### src/rtl/time_cascade_if.sv
// Control, digit-feedback and strobe bundle between the timekeeper top level and the cascade controller.
// master drives controls and digit values; slave (the controller) drives strobes and mode.
interface time_cascade_if;
  logic       start;
  logic       stop;
  logic       set_en;
  logic       inc_sec;
  logic       inc_min;
  logic       clr;
  logic       fast;
  logic [3:0] q_s0;
  logic [3:0] q_s1;
  logic [3:0] q_m0;
  logic [3:0] q_m1;
  logic [3:0] ce;
  logic [3:0] ld;
  logic       tick;
  logic       rollover;
  logic [1:0] mode;

  modport master (
    output start, stop, set_en, inc_sec, inc_min, clr, fast,
    output q_s0, q_s1, q_m0, q_m1,
    input  ce, ld, tick, rollover, mode
  );

  modport slave (
    input  start, stop, set_en, inc_sec, inc_min, clr, fast,
    input  q_s0, q_s1, q_m0, q_m1,
    output ce, ld, tick, rollover, mode
  );
endinterface

### src/rtl/time_cascade_ctrl.sv
// MM:SS timekeeper controller: 1 Hz prescaler, run/stop/set FSM and BCD carry cascade
// driving the ce/ld strobes of the four digit counters (load data is zero).
module time_cascade_ctrl #(
  parameter int unsigned DIV      = 12000000,
  parameter int unsigned FAST_DIV = 4,
  parameter int unsigned PW       = 24
) (
  input  logic          clk,
  input  logic          rst,
  time_cascade_if.slave bus
);

  typedef enum logic [1:0] {
    ST_STOP = 2'b00,
    ST_RUN  = 2'b01,
    ST_SET  = 2'b10
  } state_e;

  localparam logic [PW-1:0] DIV_M1      = PW'(DIV - 1);
  localparam logic [PW-1:0] FAST_DIV_M1 = PW'(FAST_DIV - 1);
  localparam logic [3:0]    DIGIT_NINE  = 4'd9;
  localparam logic [3:0]    DIGIT_FIVE  = 4'd5;

  state_e        state_q, state_d;
  logic [PW-1:0] presc_q, presc_d;
  logic          inc_sec_q, inc_min_q;
  logic [3:0]    ce_q, ce_d;
  logic [3:0]    ld_q, ld_d;
  logic          tick_q, tick_d;
  logic          roll_q, roll_d;

  logic          run_c;
  logic          adv_s_c, adv_m_c;
  logic          c0_c, c1_c, c2_c, c3_c;
  logic [PW-1:0] wrap_at_c;

  // State, prescaler, button history and registered strobes
  always_ff @(posedge clk) begin
    if (rst) begin
      state_q   <= ST_STOP;
      presc_q   <= '0;
      inc_sec_q <= 1'b0;
      inc_min_q <= 1'b0;
      ce_q      <= '0;
      ld_q      <= '0;
      tick_q    <= 1'b0;
      roll_q    <= 1'b0;
    end else begin
      state_q   <= state_d;
      presc_q   <= presc_d;
      inc_sec_q <= bus.inc_sec;
      inc_min_q <= bus.inc_min;
      ce_q      <= ce_d;
      ld_q      <= ld_d;
      tick_q    <= tick_d;
      roll_q    <= roll_d;
    end
  end

  // Next state, advance sources and carry cascade
  always_comb begin
    state_d   = state_q;
    presc_d   = '0;
    adv_s_c   = 1'b0;
    adv_m_c   = 1'b0;
    run_c     = (state_q == ST_RUN);
    wrap_at_c = bus.fast ? FAST_DIV_M1 : DIV_M1;

    if (bus.set_en) begin
      state_d = ST_SET;
    end else begin
      case (state_q)
        ST_SET:  state_d = ST_STOP;
        ST_RUN:  if (bus.stop)  state_d = ST_STOP;
        ST_STOP: if (bus.start) state_d = ST_RUN;
        default: state_d = ST_STOP;
      endcase
    end

    // >= so a mid-count switch to the shorter divisor wraps on the next cycle
    if (run_c) begin
      if (presc_q >= wrap_at_c) begin
        presc_d = '0;
        adv_s_c = 1'b1;
      end else begin
        presc_d = presc_q + PW'(1);
      end
    end else if (state_q == ST_SET) begin
      adv_s_c = bus.inc_sec & ~inc_sec_q;
      adv_m_c = bus.inc_min & ~inc_min_q;
    end

    c0_c = adv_s_c;
    c1_c = c0_c & (bus.q_s0 == DIGIT_NINE);
    c2_c = run_c ? (c1_c & (bus.q_s1 == DIGIT_FIVE)) : adv_m_c;
    c3_c = c2_c & (bus.q_m0 == DIGIT_NINE);

    ce_d   = {c3_c, c2_c, c1_c, c0_c};
    ld_d   = {c3_c & (bus.q_m1 == DIGIT_FIVE),
              c2_c & (bus.q_m0 == DIGIT_NINE),
              c1_c & (bus.q_s1 == DIGIT_FIVE),
              c0_c & (bus.q_s0 == DIGIT_NINE)};
    tick_d = run_c & adv_s_c;
    roll_d = run_c & c3_c & (bus.q_m1 == DIGIT_FIVE);

    // Clear loads zero into every digit and wins over any same-cycle increment
    if (bus.clr && !run_c) begin
      ce_d = 4'hF;
      ld_d = 4'hF;
    end
  end

  assign bus.ce       = ce_q;
  assign bus.ld       = ld_q;
  assign bus.tick     = tick_q;
  assign bus.rollover = roll_q;
  assign bus.mode     = state_q;

endmodule

### src/flat_wrapper.sv
// flat-port wrapper written by rule: the top's interface ports become plain ports
module time_cascade_ctrl_flat 
#(
  parameter int unsigned DIV      = 12000000,
  parameter int unsigned FAST_DIV = 4,
  parameter int unsigned PW       = 24
)
  (clk, rst, bus_start, bus_stop, bus_set_en, bus_inc_sec, bus_inc_min, bus_clr, bus_fast, bus_q_s0, bus_q_s1, bus_q_m0, bus_q_m1, bus_ce, bus_ld, bus_tick, bus_rollover, bus_mode);
  time_cascade_if bus_i ();
  input  logic clk;
  input  logic rst;
  input wire logic [$bits(bus_i.start)-1:0] bus_start;
  input wire logic [$bits(bus_i.stop)-1:0] bus_stop;
  input wire logic [$bits(bus_i.set_en)-1:0] bus_set_en;
  input wire logic [$bits(bus_i.inc_sec)-1:0] bus_inc_sec;
  input wire logic [$bits(bus_i.inc_min)-1:0] bus_inc_min;
  input wire logic [$bits(bus_i.clr)-1:0] bus_clr;
  input wire logic [$bits(bus_i.fast)-1:0] bus_fast;
  input wire logic [$bits(bus_i.q_s0)-1:0] bus_q_s0;
  input wire logic [$bits(bus_i.q_s1)-1:0] bus_q_s1;
  input wire logic [$bits(bus_i.q_m0)-1:0] bus_q_m0;
  input wire logic [$bits(bus_i.q_m1)-1:0] bus_q_m1;
  output wire logic [$bits(bus_i.ce)-1:0] bus_ce;
  output wire logic [$bits(bus_i.ld)-1:0] bus_ld;
  output wire logic [$bits(bus_i.tick)-1:0] bus_tick;
  output wire logic [$bits(bus_i.rollover)-1:0] bus_rollover;
  output wire logic [$bits(bus_i.mode)-1:0] bus_mode;
  assign bus_i.start = bus_start;
  assign bus_i.stop = bus_stop;
  assign bus_i.set_en = bus_set_en;
  assign bus_i.inc_sec = bus_inc_sec;
  assign bus_i.inc_min = bus_inc_min;
  assign bus_i.clr = bus_clr;
  assign bus_i.fast = bus_fast;
  assign bus_i.q_s0 = bus_q_s0;
  assign bus_i.q_s1 = bus_q_s1;
  assign bus_i.q_m0 = bus_q_m0;
  assign bus_i.q_m1 = bus_q_m1;
  assign bus_ce = bus_i.ce;
  assign bus_ld = bus_i.ld;
  assign bus_tick = bus_i.tick;
  assign bus_rollover = bus_i.rollover;
  assign bus_mode = bus_i.mode;
  time_cascade_ctrl #(.DIV(DIV), .FAST_DIV(FAST_DIV), .PW(PW)) u_core (.clk(clk), .rst(rst), .bus(bus_i));
endmodule
### config.mk
export PLATFORM = sky130hd
export DESIGN_NAME = time_cascade_ctrl_flat
export DESIGN_NICKNAME = d
export VERILOG_FILES = /design/src/rtl/time_cascade_if.sv /design/src/rtl/time_cascade_ctrl.sv /design/src/flat_wrapper.sv
export SDC_FILE = /design/constraint.sdc
export NUM_CORES = 1
export LEC_CHECK = 0
export BUFFER_PORTS_ARGS = -buffer_cell sky130_fd_sc_hd__buf_2
export CAP_MARGIN = 20
export CELL_PAD_IN_SITES_DETAIL_PLACEMENT = 1
export CELL_PAD_IN_SITES_GLOBAL_PLACEMENT = 1
export CORE_MARGIN = 2
export CORE_UTILIZATION = 42
export CTS_CLUSTER_DIAMETER = 150
export CTS_CLUSTER_SIZE = 8
export DETAILED_ROUTE_END_ITERATION = 16
export PLACE_DENSITY_LB_ADDON = 0.1
export SLEW_MARGIN = 40
export SYNTH_ARGS = -nofsm -noshare
export SYNTH_HDL_FRONTEND = slang
export SYNTH_SLANG_ARGS = --single-unit
### constraint.sdc
create_clock -name clk -period 2.5 [get_ports clk]
set_input_delay 0.5 -clock clk [delete_from_list [all_inputs] [get_ports clk]]
set_output_delay 0.5 -clock clk [all_outputs]
set_load 0.05 [all_outputs]
==> out/results.ini, run 1 <==
[status]
status=finished clean

[layout]
finish.cell_count_without_fillers=315
multi_input_area_um2=1180
layout.nets=301
layout-drive-gt1-share_pct=30.7
filler_cell_count=584
post_route_design_area_um2=2380
area.sequential_um2=721
antenna-diode-count=0
flow.area_growth_from_synthesis_pct=18.5
final_cell_mix=sky130_fd_sc_hd__buf_2, sky130_fd_sc_hd__dfxtp_1, sky130_fd_sc_hd__ha_1

[pwr]
power_density_nw_per_um2=471
vdd_drop_max_v=0.000315
switching_power_mw=0.272
design_power_total_mw=1.12
internal-power_mw=0.849
sw_frac_of_total_pct=24.2
power.combinational.fraction_pct=9.9
total_leakage_power_nw=0.955
p_clk_share_pct=37.6
power.share.sequential_pct=52.5

[sta]
drv_slew=0
finalClockSkew_ps=4.27
timing.final.crit_share_pct=89.0
report.final.setup_viol=0
grt_setup_unrepaired=false
hold_viol_final=0
tightest_slew_ps=659
layout_setup_ws_ps=276
post-route-min-period_ps=2220
slew_headroom_pct=55.5
fmax_ghz=0.450

[die]
row_count=25
die_area_um2=5340
dieWidth_um=73.1
core_um2=4660
initial_core_util_pct=43.0
dieHeight_um=73.1
ioPinCount=37

[clock_tree]
ctsLongestPathBuffers=2
cts_root_buffer=sky130_fd_sc_hd__clkbuf_8
cts.clk_slew.worst_paths_ps=70
ctsResizeCount=0
clock_latency_ps=290
clock_sink_count=36
cts_hold_buffers=0
h_tree_depth=2
cts-buffers-inserted=5
cts_post_setup_buffers_inserted=0
tritoncts_clock_tree=built

[critical_path]
critical_path_peak_fanout=18
rrSetupSlack_ps=350
endpoint=u_core.presc_q[12]$_SDFF_PP0_
critical_path.startpoint=bus_fast
critical_path.reg2reg.endpoint=u_core.presc_q[12]$_SDFF_PP0_
worstRegToRegCells=7
rr_startpoint=u_core.presc_q[18]$_SDFF_PP0_
worstPathArrival_ps=2450
crit_required_ps=2730
path_class=input pin to flip-flop
critical_path.startpoint_type=input pin
endpoint_kind=flip-flop

[global_routing]
wire_length_of_the_first_global_routing_pass_um=7320
first_global_vias=1665
antenna_found_initial=0
global_router_s_overall_resource_usage_pct=17.8
globalRoute.totalOverflow=0
grt_max_degree=19

[route]
post_drt_wl_per_cell_um=14.1
route.detailed.drc=0
dr.first_iter.drc_count=54
finalWirelength_um=4440
routed-via-count=1687
avgViaCountPerCell=5.36
firstDrtPassIters=4
number_of_routed_nets_with_antenna_violations=0

[worst_hold_path]
min-delay-path-class=input pin to flip-flop

[logic_synthesis]
avgSynthCellArea_um2=9.42
main_combinational_cell_family_by_area_after_synthesis=simple AND/OR/NAND/NOR gates
postSynth.topFlopCell=sky130_fd_sc_hd__dfxtp_1
post_synth_xor_area_fraction_pct=9.17
ys_async_sr_fraction_pct=0
synth_nets=254
synth-simple-area-share_pct=30.2
post_synth_fa_ha_maj_area_fraction_pct=9.98
synth.ff_latch_count=36
post_synth_cell_types=39
post_synth_inst_count=213
synth_seq_area_share_pct=35.9
ys.warnings.count=0
synthMuxAreaShare_pct=0
synth_edf_count=0
post_synth_instance_area_um2=2010
synth-compound-area-share_pct=9.73

[placement]
postPlaceCellArea_um2=2290
placed_cells=307
detailedPlace.worstSlack_ps=-37.5
io_buffer_count=36
dp.final_hpwl_um=3520
gp_congestion=0.721

[job]
maxCapViolations=0

## metrics by stage
| step | hold slack, ps | util, % | TNS [ps] |
|---|---|---|---|
| after floorplan | 435 | - | 0 |
| after global placement | 447 | 49.0 | 0 |
| final | 390 | 51.0 | 0 |
| after CTS | 378 | 51.0 | 0 |
| after detailed placement | 453 | 49.0 | -581 |
| after global routing | 386 | 51.0 | 0 |
## cell usage after synthesis (3+ instances only)
| cell | number | area (µm²) |
|---|---|---|
| sky130_fd_sc_hd__a21oi_1 | 10 | 50.1 |
| sky130_fd_sc_hd__nor2b_1 | 4 | 25.0 |
| sky130_fd_sc_hd__nor3_1 | 6 | 30.0 |
| sky130_fd_sc_hd__nand3_1 | 13 | 65.1 |
| sky130_fd_sc_hd__nand2_1 | 12 | 45.0 |
| sky130_fd_sc_hd__a31oi_1 | 3 | 18.8 |
| sky130_fd_sc_hd__nor4bb_1 | 5 | 50.1 |
| sky130_fd_sc_hd__nor2_1 | 9 | 33.8 |
| sky130_fd_sc_hd__clkbuf_1 | 5 | 18.8 |
| sky130_fd_sc_hd__xnor2_1 | 7 | 61.3 |
| sky130_fd_sc_hd__o21ai_0 | 7 | 35.0 |
| sky130_fd_sc_hd__nor2_2 | 11 | 68.8 |
| sky130_fd_sc_hd__ha_1 | 16 | 200 |
| sky130_fd_sc_hd__xor2_1 | 14 | 123 |
| sky130_fd_sc_hd__nor2_4 | 8 | 90.1 |
| sky130_fd_sc_hd__and3_1 | 6 | 37.5 |
| sky130_fd_sc_hd__inv_1 | 4 | 15.0 |
| sky130_fd_sc_hd__dfxtp_1 | 36 | 721 |
| sky130_fd_sc_hd__nand4_1 | 11 | 68.8 |
| sky130_fd_sc_hd__nor4_1 | 3 | 18.8 |
## metal layers
metal | GRT usage (%) | wire length [µm] | vias up
met1 | 23.0 | 2110 | 805
li1 | - | - | 857
met4 | 6.17 | 46 | 0
met2 | 29.0 | 2170 | 21
met3 | 4.14 | 114 | 4
met5 | 0 | 0 | -
## final cells by class
class                      count  area share (%)
clock buffer                   8            3.79
inverter                       4           0.632
multi-input combinational    163            49.9
sequential                    36            30.3
tap                           54            2.84
timing repair buffer          50            12.5
## power by group through the flow
stage	Combinational (mW)	Clock (mW)	Sequential, mW
finish	0.111	0.422	0.588
global route	0.120	0.456	0.588
CTS	0.112	0.441	0.588
detailed placement	0.112	0	0.601
global placement	0.109	0	0.600
floorplan	0.0469	0	0.627
## worst min path at each step
stage / start / endpoint / slack, ps / cells past startpoint
2_1_floorplan: u_core.presc_q[0]$_SDFF_PP0_ / u_core.presc_q[0]$_SDFF_PP0_ / 440 / 1
3_3_place_gp: u_core.presc_q[0]$_SDFF_PP0_ / u_core.presc_q[0]$_SDFF_PP0_ / 450 / 1
3_5_place_dp: u_core.presc_q[0]$_SDFF_PP0_ / u_core.presc_q[0]$_SDFF_PP0_ / 450 / 1
4_1_cts: bus_set_en / u_core.bus.mode[0]$_SDFFE_PP0P_ / 380 / 2
5_1_grt: bus_set_en / u_core.bus.mode[0]$_SDFFE_PP0P_ / 390 / 2
6_report: bus_set_en / u_core.bus.mode[0]$_SDFFE_PP0P_ / 390 / 2
## kinds of logic after synthesis
group           after synthesis
xor+xnor                     21
buf+inv                      14
compound gates               30
flops                        36
simple gates                 96
fa+ha+maj                    16
## registers in the layout, summed over array words and instances, names as in the netlist
signal / flops
u_core.bus.mode: 2
u_core.inc_sec_q: 1
u_core.bus.ce: 2
u_core.presc_q: 24
u_core.inc_min_q: 1
u_core.bus.tick: 1
u_core.bus.rollover: 1
u_core.bus.ld: 4
## worst max-delay path: stages
cell	delay [ps]
sky130_fd_sc_hd__buf_2	170
sky130_fd_sc_hd__buf_4	160
sky130_fd_sc_hd__ha_1	300
sky130_fd_sc_hd__a21oi_1	170
sky130_fd_sc_hd__o21ai_0	130
sky130_fd_sc_hd__o211a_2	270
sky130_fd_sc_hd__or4_4	450
sky130_fd_sc_hd__buf_12	200
sky130_fd_sc_hd__nor2_1	100
No activity file was read; power rests on OpenSTA's default activity.
==> run 2, diff against run 1 <==
--- a/config.mk
+++ b/config.mk
@@ -5,12 +5,13 @@
 export SDC_FILE = /design/constraint.sdc
 export NUM_CORES = 1
 export LEC_CHECK = 0
+export ABC_CLOCK_PERIOD_IN_PS = 1800
 export BUFFER_PORTS_ARGS = -buffer_cell sky130_fd_sc_hd__buf_2
 export CAP_MARGIN = 20
 export CELL_PAD_IN_SITES_DETAIL_PLACEMENT = 1
 export CELL_PAD_IN_SITES_GLOBAL_PLACEMENT = 1
 export CORE_MARGIN = 2
-export CORE_UTILIZATION = 42
+export CORE_UTILIZATION = 38
 export CTS_CLUSTER_DIAMETER = 150
 export CTS_CLUSTER_SIZE = 8
 export DETAILED_ROUTE_END_ITERATION = 16
==> constraint.sdc (replaced) <==
create_clock -name clk -period 1.8 [get_ports clk]
set_input_delay 0.36 -clock clk [delete_from_list [all_inputs] [get_ports clk]]
set_output_delay 0.36 -clock clk [all_outputs]
set_load 0.05 [all_outputs]
==> run 2 against run 1 <==
The flow now finishes with violations (negative setup slack). Register-to-register slack lost 650 ps. Hold slack got worse by 140 ps. Final cell count rose by 12%. Die area rose by 9.9%. Flip-flop and latch count unchanged. Critical path depth decreased by 2. Core utilization grew 4.5 points. Critical endpoint is now u_core.presc_q[10]$_SDFF_PP0_. Highest routed layer unchanged.
==> out/results.ini, run 2 (same netlist as run 1, synthesis figures left out) <==
[worst_hold_path]
hold-path-cell-count=2  ; unchanged
hold_path.startpoint=bus_set_en
endpoint_with_the_worst_hold_slack=u_core.bus.mode[0]$_SDFFE_PP0P_
min-delay-path-class=input pin to flip-flop

[placement]
io_buffer_count=36  ; unchanged
gp_congestion=0.745  ; +3.4%
detailedPlace.worstSlack_ps=-698  ; -661 ps
placed_cells=343  ; +12%
dp.final_hpwl_um=3830  ; +8.7%

[clock_tree]
tritoncts_clock_tree=built
h_tree_depth=2  ; unchanged
ctsLongestPathBuffers=2  ; unchanged
cts_root_buffer=sky130_fd_sc_hd__clkbuf_8
clock_latency_ps=290  ; about the same
cts.clk_slew.worst_paths_ps=70  ; about the same
clock_sink_count=36  ; unchanged
cts_hold_buffers=0  ; unchanged
cts-buffers-inserted=5  ; unchanged

[pwr]
power.share.sequential_pct=53.5  ; +1.0 points
p_clk_share_pct=34.5  ; -3.1 points
switching_power_mw=0.393  ; +45%
design_power_total_mw=1.52  ; +36%
vdd_drop_max_v=0.000329  ; +4.5%
power_density_nw_per_um2=538  ; +14%
sw_frac_of_total_pct=25.8  ; +1.6 points
total_leakage_power_nw=1.12  ; +17%
internal-power_mw=1.13  ; +33%
power.combinational.fraction_pct=12.1  ; +2.2 points

[critical_path]
worstPathArrival_ps=2330  ; -120 ps
path_class=flip-flop to flip-flop
worstRegToRegCells=7  ; unchanged
endpoint_kind=flip-flop
critical_path_cell_by_cell=ha_4, and4b_2, and3_4, o211a_4, or4_4, clkbuf_16, nor2_4
crit_required_ps=2020  ; -710 ps
critical_path.slowest_cell=sky130_fd_sc_hd__or4_4
critical_path.startpoint_type=flip-flop
crit_path_max_incr_delay_ps=620  ; +170 ps
critical_path_peak_fanout=8  ; -10
critical_path.reg2reg.endpoint=u_core.presc_q[10]$_SDFF_PP0_
rrSetupSlack_ps=-300  ; -650 ps
rr_startpoint=u_core.presc_q[21]$_SDFF_PP0_

[global_routing]
use_met3_pct=3.53  ; -0.61 points
wire_length_of_the_first_global_routing_pass_um=8760  ; +20%
global_router_s_overall_resource_usage_pct=18.7  ; +0.91 points
use_met2_pct=32.9  ; +3.9 points
antenna_found_initial=0  ; unchanged
first_global_vias=1904  ; +14%
globalRoute.totalOverflow=0  ; unchanged
grt_busiest_layer=met2
grt_use_met1_pct=23.0  ; +0.039 points
grt_max_degree=18  ; -1

[status]
status=finished, violations left
failed_checks=negative setup slack

[layout]
layout.cells.most_common=sky130_fd_sc_hd__buf_2
flow.area_growth_from_synthesis_pct=41.4
layout.nets=325  ; +8.0%
layout-drive-gt1-share_pct=48.2  ; +18 points
antenna-diode-count=0  ; unchanged
final_cell_mix=sky130_fd_sc_hd__buf_2, sky130_fd_sc_hd__buf_4, sky130_fd_sc_hd__dfxtp_1
max_flop_register=u_core.presc_q
finish.cell_count_without_fillers=352  ; +12%
largest_register_ff_count=24  ; unchanged

[sta]
layout_setup_ws_ps=-301  ; -578 ps
fmax_ghz=0.476
slew_headroom_pct=60.0  ; +4.5 points
hold_viol_final=0  ; unchanged
grt_setup_unrepaired=true
report.final.setup_viol=24  ; +24
drv_slew=0  ; unchanged
timing.final.crit_share_pct=117
tightest_slew_ps=592  ; -66.7 ps
finalClockSkew_ps=11.3  ; +7.04 ps
post-route-min-period_ps=2100

[route]
routed-via-count=1786  ; +5.9%
route.detailed.drc=0  ; unchanged
post_drt_wl_per_cell_um=15.1  ; +7.1%
firstDrtPassIters=4  ; unchanged
finalWirelength_um=5320  ; +20%
number_of_routed_nets_with_antenna_violations=0  ; unchanged
avgViaCountPerCell=5.07  ; -5.3%
dr.first_iter.drc_count=48  ; -11%

[die]
initial_core_util_pct=39.3  ; -3.8 points
row_count=26  ; +4.0%
dieWidth_um=76.7  ; +4.8%
ioPinCount=37  ; unchanged
core_um2=5110  ; +9.6%
die_area_um2=5880  ; +9.9%
dieHeight_um=76.7  ; +4.8%

[job]
maxCapViolations=0  ; unchanged

run 2: cell count changes in the layout (fill, tap and decap cells not counted), moves of 4 or more:
cell,previous run,this run
sky130_fd_sc_hd__ha_4,0,9
sky130_fd_sc_hd__nor2_4,8,16
sky130_fd_sc_hd__nor2_2,11,6
sky130_fd_sc_hd__a21oi_2,1,5
sky130_fd_sc_hd__dfxtp_1,36,27
sky130_fd_sc_hd__buf_4,13,33
sky130_fd_sc_hd__dfxtp_2,0,9
sky130_fd_sc_hd__ha_1,16,7
sky130_fd_sc_hd__a21oi_1,10,6
run 2: how the worst max path moves through the flow:
stage,slack [ps],cells after the start,start,to
global placement,-650,8,bus_fast,u_core.presc_q[23]$_SDFF_PP0_
finish,-300,7,u_core.presc_q[21]$_SDFF_PP0_,u_core.presc_q[10]$_SDFF_PP0_
global route,-340,7,u_core.presc_q[21]$_SDFF_PP0_,u_core.presc_q[6]$_SDFF_PP0_
detailed placement,-700,8,bus_fast,u_core.presc_q[11]$_SDFF_PP0_
floorplan,-270,8,u_core.presc_q[21]$_SDFF_PP0_,u_core.presc_q[9]$_SDFF_PP0_
CTS,-220,7,u_core.presc_q[21]$_SDFF_PP0_,u_core.presc_q[11]$_SDFF_PP0_
run 2: timing repair:
| item | in CTS | in global routing |
|---|---|---|
| pin swaps | 6 | 15 |
| setup buffers | 1 | 2 |
| cloned | 0 | 2 |
| setup endpoints to repair | 31 | 31 |
| gates resized for setup | 11 | 31 |
run 2: cell type report:
| cell class | instances | area (µm²) |
|---|---|---|
| Fill cell | 619 | 2270 |
| Multi-Input combinational cell | 163 | 1410 |
| Sequential cell | 36 | 732 |
| Timing Repair Buffer | 74 | 527 |
| Tap cell | 70 | 87.6 |
| Clock buffer | 5 | 68.8 |
| Inverter | 4 | 15.0 |
run 2: metal layers:
layer | part of all wire (%) | vias up
met5 | 0 | -
met4 | 1.1 | 0
met3 | 1.9 | 7
met2 | 52 | 19
met1 | 45 | 856
li1 | - | 904
run 2: worst max-delay path, delay by kind of cell (launching register included):
family | cells | cell delay (ps)
AO/OA/AOI/OAI | 1 | 140
adder cells (fa/ha/maj) | 1 | 230
buffers and inverters | 1 | 220
flip-flops | 1 | 340
AND/OR/NAND/NOR | 4 | 1110
run 2: stage by stage:
stage / util [%] / area [µm²] / hold WS [ps] / setup TNS [ps]
floorplan: - / 2050 / 432 / -5750
global placement: 49.0 / 2500 / 509 / -18200
detailed placement: 49.0 / 2500 / 519 / -19620
CTS: 51.2 / 2620 / 240 / -4410
global route: 55.5 / 2840 / 251 / -7820
finish: 55.5 / 2840 / 248 / -6530
run 2: power groups by stage:
stage	registers, mW	clock network (mW)	logic, mW
4_1_cts	0.815	0.544	0.165
3_3_place_gp	0.833	0	0.157
2_1_floorplan	0.870	0	0.0670
3_5_place_dp	0.834	0	0.162
5_1_grt	0.817	0.570	0.200
6_report	0.815	0.525	0.184
==> run 3, diff against run 2 <==
==> config.mk (replaced) <==
export PLATFORM = sky130hd
export DESIGN_NAME = time_cascade_ctrl_flat
export DESIGN_NICKNAME = d
export VERILOG_FILES = /design/src/rtl/time_cascade_if.sv /design/src/rtl/time_cascade_ctrl.sv /design/src/flat_wrapper.sv
export SDC_FILE = /design/constraint.sdc
export NUM_CORES = 1
export LEC_CHECK = 0
export ABC_CLOCK_PERIOD_IN_PS = 2400
export BUFFER_PORTS_ARGS = -buffer_cell sky130_fd_sc_hd__buf_2
export CAP_MARGIN = 20
export CORE_MARGIN = 2
export CORE_UTILIZATION = 55
export CTS_CLUSTER_DIAMETER = 150
export CTS_CLUSTER_SIZE = 8
export DETAILED_ROUTE_END_ITERATION = 16
export PLACE_DENSITY = 0.79
export RECOVER_POWER = 50
export SLEW_MARGIN = 40
export SYNTH_ARGS = -nofsm -noshare
export SYNTH_HDL_FRONTEND = slang
export SYNTH_SLANG_ARGS = --single-unit
==> constraint.sdc (replaced) <==
create_clock -name clk -period 2.4 [get_ports clk]
set_input_delay 0.48 -clock clk [delete_from_list [all_inputs] [get_ports clk]]
set_output_delay 0.48 -clock clk [all_outputs]
set_load 0.05 [all_outputs]
==> run 3 against run 2 <==
The run now ends clean. Worst setup slack improved by 530 ps. Non-clock buffer count fell by 27. Final cell count shrank 14%. Wire length fell by 26%. Global-route usage grew 1.9 points. Critical endpoint is now u_core.presc_q[13]$_SDFF_PP0_. Largest cell class unchanged. Highest routed layer unchanged.
==> out/results.ini, run 3 (same netlist as run 1, synthesis figures left out) <==
[critical_path]
rr_startpoint=u_core.presc_q[18]$_SDFF_PP0_
critical_path.startpoint=u_core.presc_q[18]$_SDFF_PP0_
critical_path_cell_by_cell=ha_1, a211o_1, o21ai_2, o211ai_1, or4_4, buf_12, nor2_1
rrSetupSlack_ps=230  ; +530 ps
endpoint_kind=flip-flop
critical_path.slowest_cell=sky130_fd_sc_hd__or4_4
top_delay_family_on_crit_path=simple AND/OR/NAND/NOR gates
path_class=flip-flop to flip-flop
critical_path.startpoint_type=flip-flop
crit_path_max_incr_delay_ps=540  ; -80 ps
critical_path.reg2reg.endpoint=u_core.presc_q[13]$_SDFF_PP0_
worstPathBufferInverterCount=1  ; unchanged
worstPathArrival_ps=2450  ; +120 ps
worstRegToRegCells=7  ; unchanged
crit_required_ps=2690  ; +670 ps
critical_path_peak_fanout=12  ; +4

[job]
maxCapViolations=0  ; unchanged

[die]
ioPinCount=37  ; unchanged
initial_core_util_pct=58.7  ; +19 points
dieWidth_um=64.4  ; -16%
die_area_um2=4150  ; -29%
core_um2=3420  ; -33%
row_count=21  ; -19%
dieHeight_um=64.4  ; -16%

[global_routing]
wire_length_of_the_first_global_routing_pass_um=6610  ; -25%
global_router_s_overall_resource_usage_pct=20.6  ; +1.9 points
grt_max_degree=14  ; -4
antenna_found_initial=0  ; unchanged
first_global_vias=1538  ; -19%
globalRoute.totalOverflow=0  ; unchanged

[placement]
placed_cells=296  ; -14%
gp_congestion=0.797  ; +6.9%
dp.final_hpwl_um=2970  ; -23%
io_buffer_count=36  ; unchanged

[route]
firstDrtPassIters=4  ; unchanged
dr.first_iter.drc_count=77  ; +60%
route.detailed.drc=0  ; unchanged
post_drt_wl_per_cell_um=13.0  ; -14%
avgViaCountPerCell=5.58  ; +10%
finalWirelength_um=3950  ; -26%
number_of_routed_nets_with_antenna_violations=0  ; unchanged
routed-via-count=1696  ; -5.0%

[sta]
fmax_ghz=0.461  ; -3.0%
finalClockSkew_ps=10.8  ; -0.529 ps
timing.final.crit_share_pct=90.3  ; -26 points
hold_viol_final=0  ; unchanged
tightest_slew_ps=670  ; +77.7 ps
slew_headroom_pct=54.8  ; -5.3 points
drv_slew=0  ; unchanged
finalSetupTns_ps=0  ; +6530 ps
report.final.setup_viol=0  ; -100%
grt_setup_unrepaired=false
post-route-min-period_ps=2170  ; +65.9 ps

[clock_tree]
cts_root_buffer=sky130_fd_sc_hd__clkbuf_4
tritoncts_clock_tree=built
cts.clk_slew.worst_paths_ps=110  ; +40 ps
ctsLongestPathBuffers=2  ; unchanged
cts_post_setup_buffers_inserted=0  ; -1
cts-buffers-inserted=5  ; unchanged
cts_hold_buffers=0  ; unchanged
h_tree_depth=2  ; unchanged
clock_latency_ps=350  ; +60 ps
clock_sink_count=36  ; unchanged
ctsResizeCount=0  ; -11

[pwr]
internal-power_mw=0.866  ; -23%
vdd_drop_max_v=0.000324  ; -1.6%
power.combinational.fraction_pct=9.9  ; -2.2 points
power_density_nw_per_um2=497  ; -7.5%
sw_frac_of_total_pct=24.8  ; -0.99 points
p_clk_share_pct=37.0  ; +2.5 points
switching_power_mw=0.286  ; -27%
power.share.sequential_pct=53.1  ; -0.4 points
total_leakage_power_nw=0.883  ; -21%

[layout]
filler_cell_count=290  ; -53%
flow.area_growth_from_synthesis_pct=15.5
layout-drive-gt1-share_pct=24.4  ; -24 points
layout.nets=298  ; -8.3%
final_cell_mix=sky130_fd_sc_hd__dfxtp_1, sky130_fd_sc_hd__buf_2, sky130_fd_sc_hd__ha_1
largest_register_ff_count=24  ; unchanged
multi_input_area_um2=1180  ; -16%
layout.cells.most_common=sky130_fd_sc_hd__dfxtp_1
area.sequential_um2=721  ; -1.5%
max_flop_register=u_core.presc_q
antenna-diode-count=0  ; unchanged
finish.cell_count_without_fillers=304  ; -14%

[worst_hold_path]
min-delay-path-class=input pin to flip-flop
hold-path-cell-count=2  ; unchanged
hold_path.startpoint=bus_set_en
endpoint_with_the_worst_hold_slack=u_core.bus.mode[0]$_SDFFE_PP0P_

[status]
status=finished clean

[run 3: cell types whose count changed in the layout (fill, tap and decap cells not counted), sizes merged]
cell / before / now
bufinv: 0 / 1
clkinv: 0 / 1
clkbuf: 7 / 20
buf: 72 / 33
[run 3: power groups by stage]
stage / logic, mW / registers, mW / clock network (mW)
after global routing: 0.124 / 0.613 / 0.463
after CTS: 0.117 / 0.612 / 0.433
after floorplan: 0.0489 / 0.653 / 0
after global placement: 0.114 / 0.625 / 0
final: 0.114 / 0.612 / 0.426
after detailed placement: 0.116 / 0.625 / 0
[run 3: per-layer routing]
layer,up-vias,share of wire (%),global-route usage (%)
met5,-,0,0
met4,0,1.6,7.18
met3,9,6.2,6.16
met2,51,44,32.8
met1,783,48,26.6
li1,853,-,-
[run 3: cell type report]
cell class | count | area share, %
multi-input cells | 163 | 50.9
clock inverters | 2 | 1.51
clock buffers | 6 | 1.78
inverters | 4 | 0.648
flip-flops and latches | 36 | 31.1
repair buffers | 47 | 11.6
well taps | 46 | 2.48
[run 3: per-stage QoR]
step / hold slack [ps] / worst slack [ps] / area [µm²] / util, % / power, mW
floorplan: 435 / 131 / 2010 / - / 0.701
global placement: 451 / -19.1 / 2270 / 66.3 / 0.739
detailed placement: 460 / -60.6 / 2270 / 66.3 / 0.742
CTS: 283 / 226 / 2340 / 68.6 / 1.16
global route: 284 / 108 / 2320 / 67.8 / 1.20
finish: 290 / 233 / 2320 / 67.8 / 1.15
[run 3: worst max-delay path by stage]
stage | slack [ps] | cells past startpoint | end
floorplan | 130 | 8 | u_core.presc_q[3]$_SDFF_PP0_
global placement | -20 | 8 | u_core.presc_q[12]$_SDFF_PP0_
detailed placement | -60 | 8 | u_core.presc_q[11]$_SDFF_PP0_
CTS | 230 | 7 | u_core.presc_q[20]$_SDFF_PP0_
global route | 110 | 7 | u_core.presc_q[12]$_SDFF_PP0_
finish | 230 | 7 | u_core.presc_q[13]$_SDFF_PP0_
